<file path="config.mk">
export PLATFORM = sky130hd
export DESIGN_NAME = shift_operand_sequencer
export DESIGN_NICKNAME = d
export VERILOG_FILES = /design/src/rtl/cpu_pkg.sv /design/src/rtl/operand_class_decode.sv /design/src/rtl/shift_operand_sequencer.sv
export SDC_FILE = /design/constraint.sdc
export NUM_CORES = 1
export LEC_CHECK = 0
export BUFFER_PORTS_ARGS = -buffer_cell sky130_fd_sc_hd__clkbuf_2
export CORE_MARGIN = 5
export CORE_UTILIZATION = 53
export CTS_BUF_LIST = sky130_fd_sc_hd__clkbuf_16
export DETAILED_ROUTE_END_ITERATION = 7
export GPL_TIMING_DRIVEN = 0
export HOLD_SLACK_MARGIN = 0.15
export PLACE_DENSITY = 0.86
export SLEW_MARGIN = 20
export SYNTH_ARGS = -nofsm -noshare
export SYNTH_HDL_FRONTEND = slang
export SYNTH_HIERARCHICAL = 1
export SYNTH_SLANG_ARGS = --single-unit
export TNS_END_PERCENT = 10
</file>
<file path="constraint.sdc">
create_clock -name clk_sys_i -period 5.1 [get_ports clk_sys_i]
set_input_delay 0.255 -clock clk_sys_i [delete_from_list [all_inputs] [get_ports clk_sys_i]]
set_output_delay 0.255 -clock clk_sys_i [all_outputs]
set_load 0.02 [all_outputs]
</file>
<file path="src/rtl/cpu_pkg.sv">
// Shared CPU front-end definitions: shift encodings, PC read-ahead offsets and
// the bit positions of the data-processing fields that the operand path decodes.
package cpu_pkg;

  typedef enum logic [1:0] {
    SHIFT_LSL = 2'b00,
    SHIFT_LSR = 2'b01,
    SHIFT_ASR = 2'b10,
    SHIFT_ROR = 2'b11
  } shift_type_e;

  typedef enum logic [1:0] {
    CLS_IMM_SHIFT = 2'b00,
    CLS_REG_SHIFT = 2'b01,
    CLS_ROT_IMM   = 2'b10
  } op_class_e;

  localparam logic [31:0] PC_OFFSET_IMM = 32'd8;
  localparam logic [31:0] PC_OFFSET_REG = 32'd12;

  localparam int CLASS_HI      = 27;
  localparam int CLASS_LO      = 25;
  localparam int BIT_REG_SHIFT = 4;
  localparam int BIT_MUL_EXT   = 7;
  localparam int RM_HI         = 3;
  localparam int RM_LO         = 0;
  localparam int RS_HI         = 11;
  localparam int RS_LO         = 8;
  localparam int SHTYPE_HI     = 6;
  localparam int SHTYPE_LO     = 5;
  localparam int SHAMT_HI      = 11;
  localparam int SHAMT_LO      = 7;
  localparam int IMM8_HI       = 7;
  localparam int IMM8_LO       = 0;

  localparam logic [3:0] REG_PC = 4'hF;

  function automatic logic [31:0] pc_read(input logic [31:0] pc, input logic [31:0] offset);
    return pc + offset;
  endfunction

endpackage

</file>
<file path="src/rtl/operand_class_decode.sv">
// Classifies an instruction word into the operand class it needs from the
// register file, or flags it as outside the data-processing space.
module operand_class_decode
  import cpu_pkg::*;
(
  input  logic [31:0] instr_i,
  output logic        imm_shift_o,
  output logic        reg_shift_o,
  output logic        rot_imm_o,
  output logic        err_o
);

  logic [2:0] cls;
  logic       dp_reg_form;
  logic       bit4;
  logic       bit7;
  logic       unused_bits;

  assign cls         = instr_i[CLASS_HI:CLASS_LO];
  assign dp_reg_form = (cls == 3'b000);
  assign bit4        = instr_i[BIT_REG_SHIFT];
  assign bit7        = instr_i[BIT_MUL_EXT];

  assign imm_shift_o = dp_reg_form && !bit4;
  assign reg_shift_o = dp_reg_form && bit4 && !bit7;
  assign rot_imm_o   = (cls == 3'b001);
  // bit4 with bit7 set lands in the multiply / extension space
  assign err_o       = (cls[2:1] != 2'b00) || (dp_reg_form && bit4 && bit7);

  assign unused_bits = ^{instr_i[31:28], instr_i[24:8], instr_i[6:5], instr_i[3:0]};

endmodule

</file>
<file path="src/rtl/shift_operand_sequencer.sv">
// Sequences register-file reads for one data-processing instruction at a time
// and holds a registered operand bundle for the barrel shifter until consumed.
module shift_operand_sequencer
  import cpu_pkg::*;
(
  input  logic        clk_sys_i,
  input  logic        rst_i,
  input  logic        flush_i,
  input  logic        instr_valid_i,
  output logic        instr_ready_o,
  input  logic [31:0] instr_i,
  input  logic [31:0] pc_i,
  output logic [3:0]  rf_addr_a_o,
  input  logic [31:0] rf_data_a_i,
  output logic [3:0]  rf_addr_b_o,
  input  logic [31:0] rf_data_b_i,
  output logic        op_valid_o,
  input  logic        op_ready_i,
  output logic [31:0] b_bus_o,
  output logic [1:0]  shift_type_o,
  output logic [4:0]  shift_amount_imm_o,
  output logic [7:0]  shift_amount_reg_o,
  output logic        reg_shift_o,
  output logic        decode_err_o
);

  // state     | meaning
  // S_IDLE    | waiting for an instruction
  // S_RS_READ | sampling Rs for a register-specified shift amount
  // S_RM_READ | sampling Rm / immediate and building the bundle
  // S_ISSUE   | bundle valid, held until op_ready
  // S_ERR     | one-cycle decode error pulse
  typedef enum logic [2:0] {
    S_IDLE,
    S_RS_READ,
    S_RM_READ,
    S_ISSUE,
    S_ERR
  } state_e;

  state_e      state_q;
  logic [11:0] instr_q;
  logic [31:0] pc_q;
  op_class_e   class_q;

  logic        op_valid_q;
  logic        decode_err_q;
  logic [31:0] b_bus_q;
  shift_type_e shift_type_q;
  logic [4:0]  shift_amount_imm_q;
  logic [7:0]  shift_amount_reg_q;
  logic        reg_shift_q;

  logic        dec_imm_shift;
  logic        dec_reg_shift;
  logic        dec_rot_imm;
  logic        dec_err;
  op_class_e   class_d;

  logic        rm_is_pc;
  logic        rs_is_pc;
  logic [31:0] pc_imm_read;
  logic [31:0] pc_reg_read;
  logic [7:0]  rs_amount_d;
  logic        unused_rs_hi;

  operand_class_decode u_decode (
    .instr_i     (instr_i),
    .imm_shift_o (dec_imm_shift),
    .reg_shift_o (dec_reg_shift),
    .rot_imm_o   (dec_rot_imm),
    .err_o       (dec_err)
  );

  always_comb begin
    class_d = CLS_IMM_SHIFT;
    if (dec_rot_imm) begin
      class_d = CLS_ROT_IMM;
    end else if (dec_reg_shift) begin
      class_d = CLS_REG_SHIFT;
    end
  end

  assign instr_ready_o = (state_q == S_IDLE) && !flush_i && !rst_i;

  assign rf_addr_a_o = instr_q[RM_HI:RM_LO];
  assign rf_addr_b_o = instr_q[RS_HI:RS_LO];

  assign rm_is_pc    = (instr_q[RM_HI:RM_LO] == REG_PC);
  assign rs_is_pc    = (instr_q[RS_HI:RS_LO] == REG_PC);
  assign pc_imm_read = pc_read(pc_q, PC_OFFSET_IMM);
  assign pc_reg_read = pc_read(pc_q, PC_OFFSET_REG);
  // Rs == PC is unpredictable architecturally; pinned to the register-shift read-ahead
  assign rs_amount_d = rs_is_pc ? pc_reg_read[7:0] : rf_data_b_i[7:0];
  assign unused_rs_hi = ^rf_data_b_i[31:8];

  always_ff @(posedge clk_sys_i) begin
    if (rst_i) begin
      state_q            <= S_IDLE;
      instr_q            <= '0;
      pc_q               <= '0;
      class_q            <= CLS_IMM_SHIFT;
      op_valid_q         <= 1'b0;
      decode_err_q       <= 1'b0;
      b_bus_q            <= '0;
      shift_type_q       <= SHIFT_LSL;
      shift_amount_imm_q <= '0;
      shift_amount_reg_q <= '0;
      reg_shift_q        <= 1'b0;
    end else if (flush_i) begin
      state_q      <= S_IDLE;
      op_valid_q   <= 1'b0;
      decode_err_q <= 1'b0;
    end else begin
      decode_err_q <= 1'b0;
      unique case (state_q)
        S_IDLE: begin
          if (instr_valid_i) begin
            instr_q <= instr_i[11:0];
            pc_q    <= pc_i;
            class_q <= class_d;
            if (dec_err) begin
              state_q      <= S_ERR;
              decode_err_q <= 1'b1;
            end else if (dec_imm_shift || dec_rot_imm) begin
              state_q <= S_RM_READ;
            end else begin
              state_q <= S_RS_READ;
            end
          end
        end
        S_RS_READ: begin
          shift_amount_reg_q <= rs_amount_d;
          state_q            <= S_RM_READ;
        end
        S_RM_READ: begin
          unique case (class_q)
            CLS_REG_SHIFT: begin
              b_bus_q            <= rm_is_pc ? pc_reg_read : rf_data_a_i;
              shift_type_q       <= shift_type_e'(instr_q[SHTYPE_HI:SHTYPE_LO]);
              shift_amount_imm_q <= '0;
              reg_shift_q        <= 1'b1;
            end
            CLS_ROT_IMM: begin
              b_bus_q            <= {24'b0, instr_q[IMM8_HI:IMM8_LO]};
              shift_type_q       <= SHIFT_ROR;
              shift_amount_imm_q <= {instr_q[RS_HI:RS_LO], 1'b0};
              reg_shift_q        <= 1'b0;
            end
            default: begin
              b_bus_q            <= rm_is_pc ? pc_imm_read : rf_data_a_i;
              shift_type_q       <= shift_type_e'(instr_q[SHTYPE_HI:SHTYPE_LO]);
              shift_amount_imm_q <= instr_q[SHAMT_HI:SHAMT_LO];
              reg_shift_q        <= 1'b0;
            end
          endcase
          op_valid_q <= 1'b1;
          state_q    <= S_ISSUE;
        end
        S_ISSUE: begin
          if (op_ready_i) begin
            op_valid_q <= 1'b0;
            state_q    <= S_IDLE;
          end
        end
        S_ERR: begin
          state_q <= S_IDLE;
        end
        default: begin
          state_q <= S_IDLE;
        end
      endcase
    end
  end

  assign op_valid_o         = op_valid_q;
  assign decode_err_o       = decode_err_q;
  assign b_bus_o            = b_bus_q;
  assign shift_type_o       = shift_type_q;
  assign shift_amount_imm_o = shift_amount_imm_q;
  assign shift_amount_reg_o = shift_amount_reg_q;
  assign reg_shift_o        = reg_shift_q;

endmodule
</file>
==> results of run 1 <==
## routing by layer
layer  GRT usage (%)  vias up
li1                -     2474
met1            34.2     2367
met2            45.9      234
met3            4.69       31
met4            10.0        0
met5               0        -
## final timing paths
path	startpoint	to	slack, ns	cells past startpoint
hold / removal	pc_i[20]	pc_q[20]	0.14	3
setup / recovery	class_q[0]	b_bus_o[11]	2.84	8
hold reg to reg	shift_amount_imm_o[1]	shift_amount_imm_o[1]	0.46	2
setup reg to reg	class_q[0]	b_bus_o[11]	2.84	8
## kinds of logic after synthesis
family,after synthesis,synth area share (%)
simple gates,252,25.7
compound gates,150,18.2
flops,99,41.3
buf+inv,62,7.22
xor+xnor,30,5.47
fa+ha+maj,5,1.30
mux,4,0.834
## synth_stat cells (9+ instances only)
library cell,n,area (sq um)
nand4_1,13,81.3
buf_2,9,45.0
buf_4,10,75.1
o21ai_0,10,50.1
dfxtp_1,99,1980
inv_1,12,45.0
nand3_1,17,85.1
nand3b_1,9,67.6
o22ai_1,22,138
clkbuf_1,21,78.8
nor3_1,12,60.1
nor2_1,32,120
and3_1,27,169
a211oi_1,10,75.1
xor2_1,25,219
a21oi_1,88,440
nand2_1,120,450
## power by group through the flow
stage               clock [mW]  sequential [mW]  combinational [mW]
detailed placement           0            0.833               0.158
CTS                      0.663            0.816               0.177
finish                   0.666            0.817               0.178
floorplan                    0            0.830              0.0856
global route             0.700            0.819               0.195
global placement             0            0.832               0.154
## flip-flops by register name, summed over array words and instances, names as in the netlist
signal and flops:
b_bus_o 32, op_valid_o 1, class_q 2, shift_type_o 2, state_q 3, pc_q 32
instr_q 12, shift_amount_reg_o 8, reg_shift_o 1, decode_err_o 1, shift_amount_imm_o 5
## area by class of cell
class / instances / area, sq um
plain buffers: 50 / 302
clock buffers: 9 / 225
clock inverters: 7 / 60.1
fillers: 700 / 2510
inverters: 12 / 45.0
multi-input cells: 441 / 2470
flip-flops and latches: 99 / 1980
well taps: 108 / 135
repair buffers: 178 / 1040
## critical path, stage by stage, from the launching register on
cell      delay (ns)
dfxtp_1         0.36
inv_1           0.05
ha_1            0.37
nor2_1          0.41
nor2_1          0.22
clkbuf_1        0.25
and3_1          0.24
a21oi_1         0.14
o22ai_1         0.09
## timing repair
| action | CTS | global route |
|---|---|---|
| hold buffers | 29 | 0 |
| resized for setup | 0 | 0 |
| endpoints found under the hold margin | 29 | 0 |
## metrics by stage
step	setup slack (ns)	hold slack, ns	area (sq um)	util (%)
global route	2.65	0.161	6260	71.4
global placement	2.93	0.444	5680	64.8
detailed placement	2.91	0.452	5680	64.8
floorplan	3.24	0.334	4800	-
finish	2.84	0.143	6260	71.4
CTS	2.87	0.151	6260	71.4
==> metrics.csv, run 1 <==
stage,metric,value,unit
critical_path,worst path required time,5.31,ns
clocking,"Reg clk slew, reported paths",0.07,ns
clocking,Clk Tree Root Cell,clkbuf_16,
sta,Max-slew headroom,50.7,%
detailed_routing,Post-Route WL,15300,microns
detailed_routing,DR WL met3,1150,microns
detailed_routing,met2 wire len,7670,microns
final_layout,share of layout cells above drive strength 1,24.5,%
floorplan,Starting Density,54.8,%
detailed_routing,Final ANT Viol Nets,0,
sta,"Slew Viols, Final",0,
sta,endpoints failing setup,0,
detailed_routing,routed len/inst,16.9,microns
global_route,first-pass GRT wire length,24500,microns
placed_design,Detailed Place HPWL,11300,microns
clocking,CTS tree,built,
final_layout,Non-Filler Instances,904,
floorplan,# IOs,192,
global_route,antenna violations before repair,0,
synthesis,Synth Net Count,740,
synthesis,register area share after synthesis,41.3,%
global_route,aggregate global-route resource usage,27.0,%
floorplan,Row Count,34,
detailed_routing,drt pass-1 iters,6,
clocking,CTS Buffer Depth,2,
final_layout,net count reported at finish,929,
power_and_ir_drop,total power,1.66,mW
detailed_routing,vias per cell,5.65,
detailed_routing,DRC Markers,0,
status,outcome,finished clean,
run,# Max-Cap Violations,0,
power_and_ir_drop,internal power,1.25,mW
sta,"Hold Vio Cnt, Final",0,
floorplan,Die H,105,microns
detailed_routing,vias,5106,
floorplan,die area,11100,sq um
sta,Worst Clk Skew,0.00921,ns
synthesis,ys async rst share,0,%
power_and_ir_drop,Reg power frac,49.2,%
detailed_routing,max layer used,met4,
power_and_ir_drop,Sw Ratio,24.8,%
global_route,vias in the first global route,5020,
final_layout,ANT cells,0,
synthesis,top_reg_cell synth,dfxtp_1,
power_and_ir_drop,P_sw,0.413,mW
global_route,largest net degree at the start of global routing,16,
clocking,worst-skew pair later-pin latency,0.35,ns
clocking,TritonCTS buffer count,9,
critical_path,Crit Path Max Fanout,10,
synthesis,Synth Register Bits,99,
synthesis,syn avg cell area,7.97,sq um
final_layout,"commonest non-fill, non-tap cells in the layout","clkbuf_2, nand2_1, dfxtp_1, a21oi_1, nor2_1",
floorplan,core area,8760,sq um
final_layout,synth-to-layout area growth,30.3,%
critical_path,CP Data Arrival Time,2.47,ns
power_and_ir_drop,clock power share,40.1,%
sta,RSZ-0062 raised after global routing,false,
synthesis,Yosys cell types,51,
synthesis,Post-synth EDFFs,0,
placed_design,RePlAce Congestion,0.962,
final_layout,"commonest non-fill, non-tap cell in the layout",clkbuf_2,
detailed_routing,drt first-iter violations,361,
critical_path,Critical Path Start Type,flip-flop,
placed_design,port bufs,149,
power_and_ir_drop,Peak VDD IR,0.149,mV
sta,TNS Setup,0,ns
floorplan,Die Width,105,microns
clocking,post-CTS setup buffer count,0,
sta,Final min period,2.26,ns
detailed_routing,DRT met1 WL,6180,microns
sta,worst slew pin tran,0.739,ns
power_and_ir_drop,leakage,2.70,nW
synthesis,Synth warnings,6,
synthesis,Mapped Area,4800,sq um
clocking,clock sinks,99,
sta,fmax,443,MHz
hold_path,Hold Crit Class,in -> reg,
power_and_ir_drop,Comb power frac,10.7,%
synthesis,Syn Inst Count,602,
global_route,total congestion overflow,0,
placed_design,Inst Count DP,859,
sta,Final Cycle Share,44.3,%
critical_path,Crit. End Element,flip-flop,
critical_path,CP Class,reg -> reg,
power_and_ir_drop,P per Cell Area,266,nW/um^2
clocking,htree depth,3,
Power figures use the tool's default switching activity.
==> run 2: changes to the inputs <==
--- a/config.mk
+++ b/config.mk
@@ -7,12 +7,12 @@
 export LEC_CHECK = 0
 export BUFFER_PORTS_ARGS = -buffer_cell sky130_fd_sc_hd__clkbuf_2
 export CORE_MARGIN = 5
-export CORE_UTILIZATION = 53
+export CORE_UTILIZATION = 49
 export CTS_BUF_LIST = sky130_fd_sc_hd__clkbuf_16
 export DETAILED_ROUTE_END_ITERATION = 7
 export GPL_TIMING_DRIVEN = 0
 export HOLD_SLACK_MARGIN = 0.15
-export PLACE_DENSITY = 0.86
+export PLACE_DENSITY = 0.81
 export SLEW_MARGIN = 20
 export SYNTH_ARGS = -nofsm -noshare
 export SYNTH_HDL_FRONTEND = slang
==> constraint.sdc (replaced) <==
create_clock -name clk_sys_i -period 2.4 [get_ports clk_sys_i]
set_input_delay 0.12 -clock clk_sys_i [delete_from_list [all_inputs] [get_ports clk_sys_i]]
set_output_delay 0.12 -clock clk_sys_i [all_outputs]
set_load 0.02 [all_outputs]
==> run 2 against run 1 <==
Combinational power rose by 130%. Clock skew down 0.0016 ns. Design area is 4.8% higher. Largest power group unchanged. Sequential power grew 110%. Utilization fell by 3.7 points. Setup slack got worse by 2.7 ns. Register-to-register slack worse by 2.7 ns. Critical path type unchanged. Non-clock buffer count grew 29. Routed wire length increased by 1.4%. Clock power increased by 97%.
==> metrics.csv, run 2 (synthesis results as in run 1) <==
stage,metric,value,unit
clocking,clock sinks,99,
clocking,CTS tree,built,
floorplan,# IOs,192,
floorplan,Die H,109,microns
final_layout,Multi-input gate area,2470,sq um
placed_design,port bufs,149,
detailed_routing,Post-Route WL,15500,microns
final_layout,filler cell count,785,
hold_path,Min-Delay Path Depth,3,
sta,Final Cycle Share,93.0,%
global_route,total congestion overflow,0,
critical_path,reg2reg end,b_bus_o[26],
clocking,TritonCTS buffer count,9,
sta,"Slew Viols, Final",0,
final_layout,synth-to-layout area growth,36.6,%
final_layout,"commonest non-fill, non-tap cell in the layout",clkbuf_2,
sta,post-route setup slack,0.168,ns
floorplan,die area,11900,sq um
sta,endpoints failing setup,0,
final_layout,"commonest non-fill, non-tap cells in the layout","clkbuf_2, nand2_1, dfxtp_1, a21oi_1, dlygate4sd3_1",
sta,fmax,448,MHz
final_layout,"Design Area, Final",6560,sq um
final_layout,Sequential cell area,1980,sq um
critical_path,Crit. End Element,flip-flop,
hold_path,Worst Hold Endpoint,b_bus_o[28],
final_layout,ANT cells,0,
hold_path,hold path startpoint,rf_data_a_i[28],
power_and_ir_drop,total power,3.46,mW
global_route,aggregate global-route resource usage,25.7,%
detailed_routing,routed len/inst,16.2,microns
sta,Worst Clk Skew,0.00762,ns
placed_design,Detailed Place HPWL,11400,microns
critical_path,CP Class,reg -> reg,
detailed_routing,Final ANT Viol Nets,0,
critical_path,Reg2Reg Depth,8,
hold_path,Hold Crit Class,in -> reg,
final_layout,fin util,67.7,%
sta,"Hold Vio Cnt, Final",0,
placed_design,dpl ws,0.168,ns
clocking,post-CTS setup buffer count,0,
sta,Final min period,2.23,ns
critical_path,Critical Path Start Type,flip-flop,
clocking,CTS Buffer Depth,2,
global_route,vias in the first global route,4968,
global_route,antenna violations before repair,0,
clocking,Clk Tree Root Cell,clkbuf_16,
critical_path,worst path required time,2.61,ns
critical_path,Critical R2R Launch,class_q[0],
detailed_routing,drt pass-1 iters,6,
sta,RSZ-0062 raised after global routing,false,
global_route,largest net degree at the start of global routing,16,
placed_design,RePlAce Congestion,0.911,
power_and_ir_drop,Peak VDD IR,0.353,mV
placed_design,DP Area,5710,sq um
floorplan,Row Count,36,
critical_path,Crit Path Max Fanout,10,
critical_path,CP Data Arrival Time,2.44,ns
clocking,htree depth,3,
clocking,"Reg clk slew, reported paths",0.07,ns
floorplan,Starting Density,49.6,%
floorplan,Die Width,109,microns
global_route,first-pass GRT wire length,24100,microns
final_layout,share of layout cells above drive strength 1,23.9,%
sta,Max-slew headroom,54.8,%
run,# Max-Cap Violations,0,
power_and_ir_drop,leakage,2.81,nW
sta,worst slew pin tran,0.677,ns
detailed_routing,vias per cell,5.42,
floorplan,core area,9680,sq um
detailed_routing,vias,5191,
detailed_routing,DRC Markers,0,
detailed_routing,drt first-iter violations,388,
clocking,worst-skew pair later-pin latency,0.34,ns
critical_path,reg-to-reg setup timing slack,0.17,ns
power_and_ir_drop,P per Cell Area,528,nW/um^2
final_layout,net count reported at finish,958,
sta,TNS Setup,0,ns
status,outcome,finished clean,
## run 2: changes by cell type in the layout (fill, tap and decap cells not counted)
cell,change
dlygate4sd3_1,+29
clkinv_1,-2
buf_2,-1
bufinv_16,-1
clkbuf_4,+1
clkinv_2,+1
clkinvlp_4,+1
nor2_1,-1
nor2_2,+1
## run 2: metrics by stage
step | hold slack (ns) | instances
finish | 0.166 | 957
global route | 0.178 | 957
CTS | 0.166 | 957
detailed placement | 0.348 | 884
global placement | 0.347 | 884
floorplan | 0.199 | 602
## run 2: repair_timing
action                     4_1_cts  5_1_grt
hold endpoints to repair        58        0
hold buffers                    58        0
setup endpoints to repair        0       17
gates resized for setup          0        2
## run 2: layout make-up
type | instances | share of cell area (%)
clock inverter | 6 | 0.534
buffer | 50 | 4.64
clock buffer | 9 | 3.43
inverter | 12 | 0.687
timing repair buffer | 207 | 20.2
sequential | 99 | 30.2
multi-input combinational | 441 | 37.7
tap | 133 | 2.54
## run 2: worst max path at each step
| stage | start | to |
|---|---|---|
| after global routing | class_q[0] | b_bus_o[23] |
| after detailed placement | class_q[0] | b_bus_o[29] |
| after floorplan | class_q[0] | b_bus_o[12] |
| after global placement | class_q[0] | b_bus_o[8] |
| final | class_q[0] | b_bus_o[26] |
| after CTS | class_q[0] | b_bus_o[26] |
## run 2: worst max-delay path: stages (launching register included)
cell      delay [ns]
dfxtp_1         0.36
inv_1           0.06
ha_1            0.37
or2_1           0.29
a211oi_2        0.32
clkbuf_4        0.29
nand4_1         0.14
xor2_1          0.18
o22ai_1         0.10
## run 2: report_power, final
group	total [mW]	internal [mW]	switching (mW)
sequential	1.74	1.69	0.0505
combinational	0.416	0.205	0.211
clock	1.31	0.688	0.624
## run 2: layer usage
layer	GRT usage [%]	part of all wire, %	routed length [microns]	vias up
met2	44.6	50	7700	190
li1	-	-	-	2529
met5	0	0	0	-
met4	10.3	2.1	333	0
met3	3.49	5.9	921	30
met1	32.3	42	6570	2442
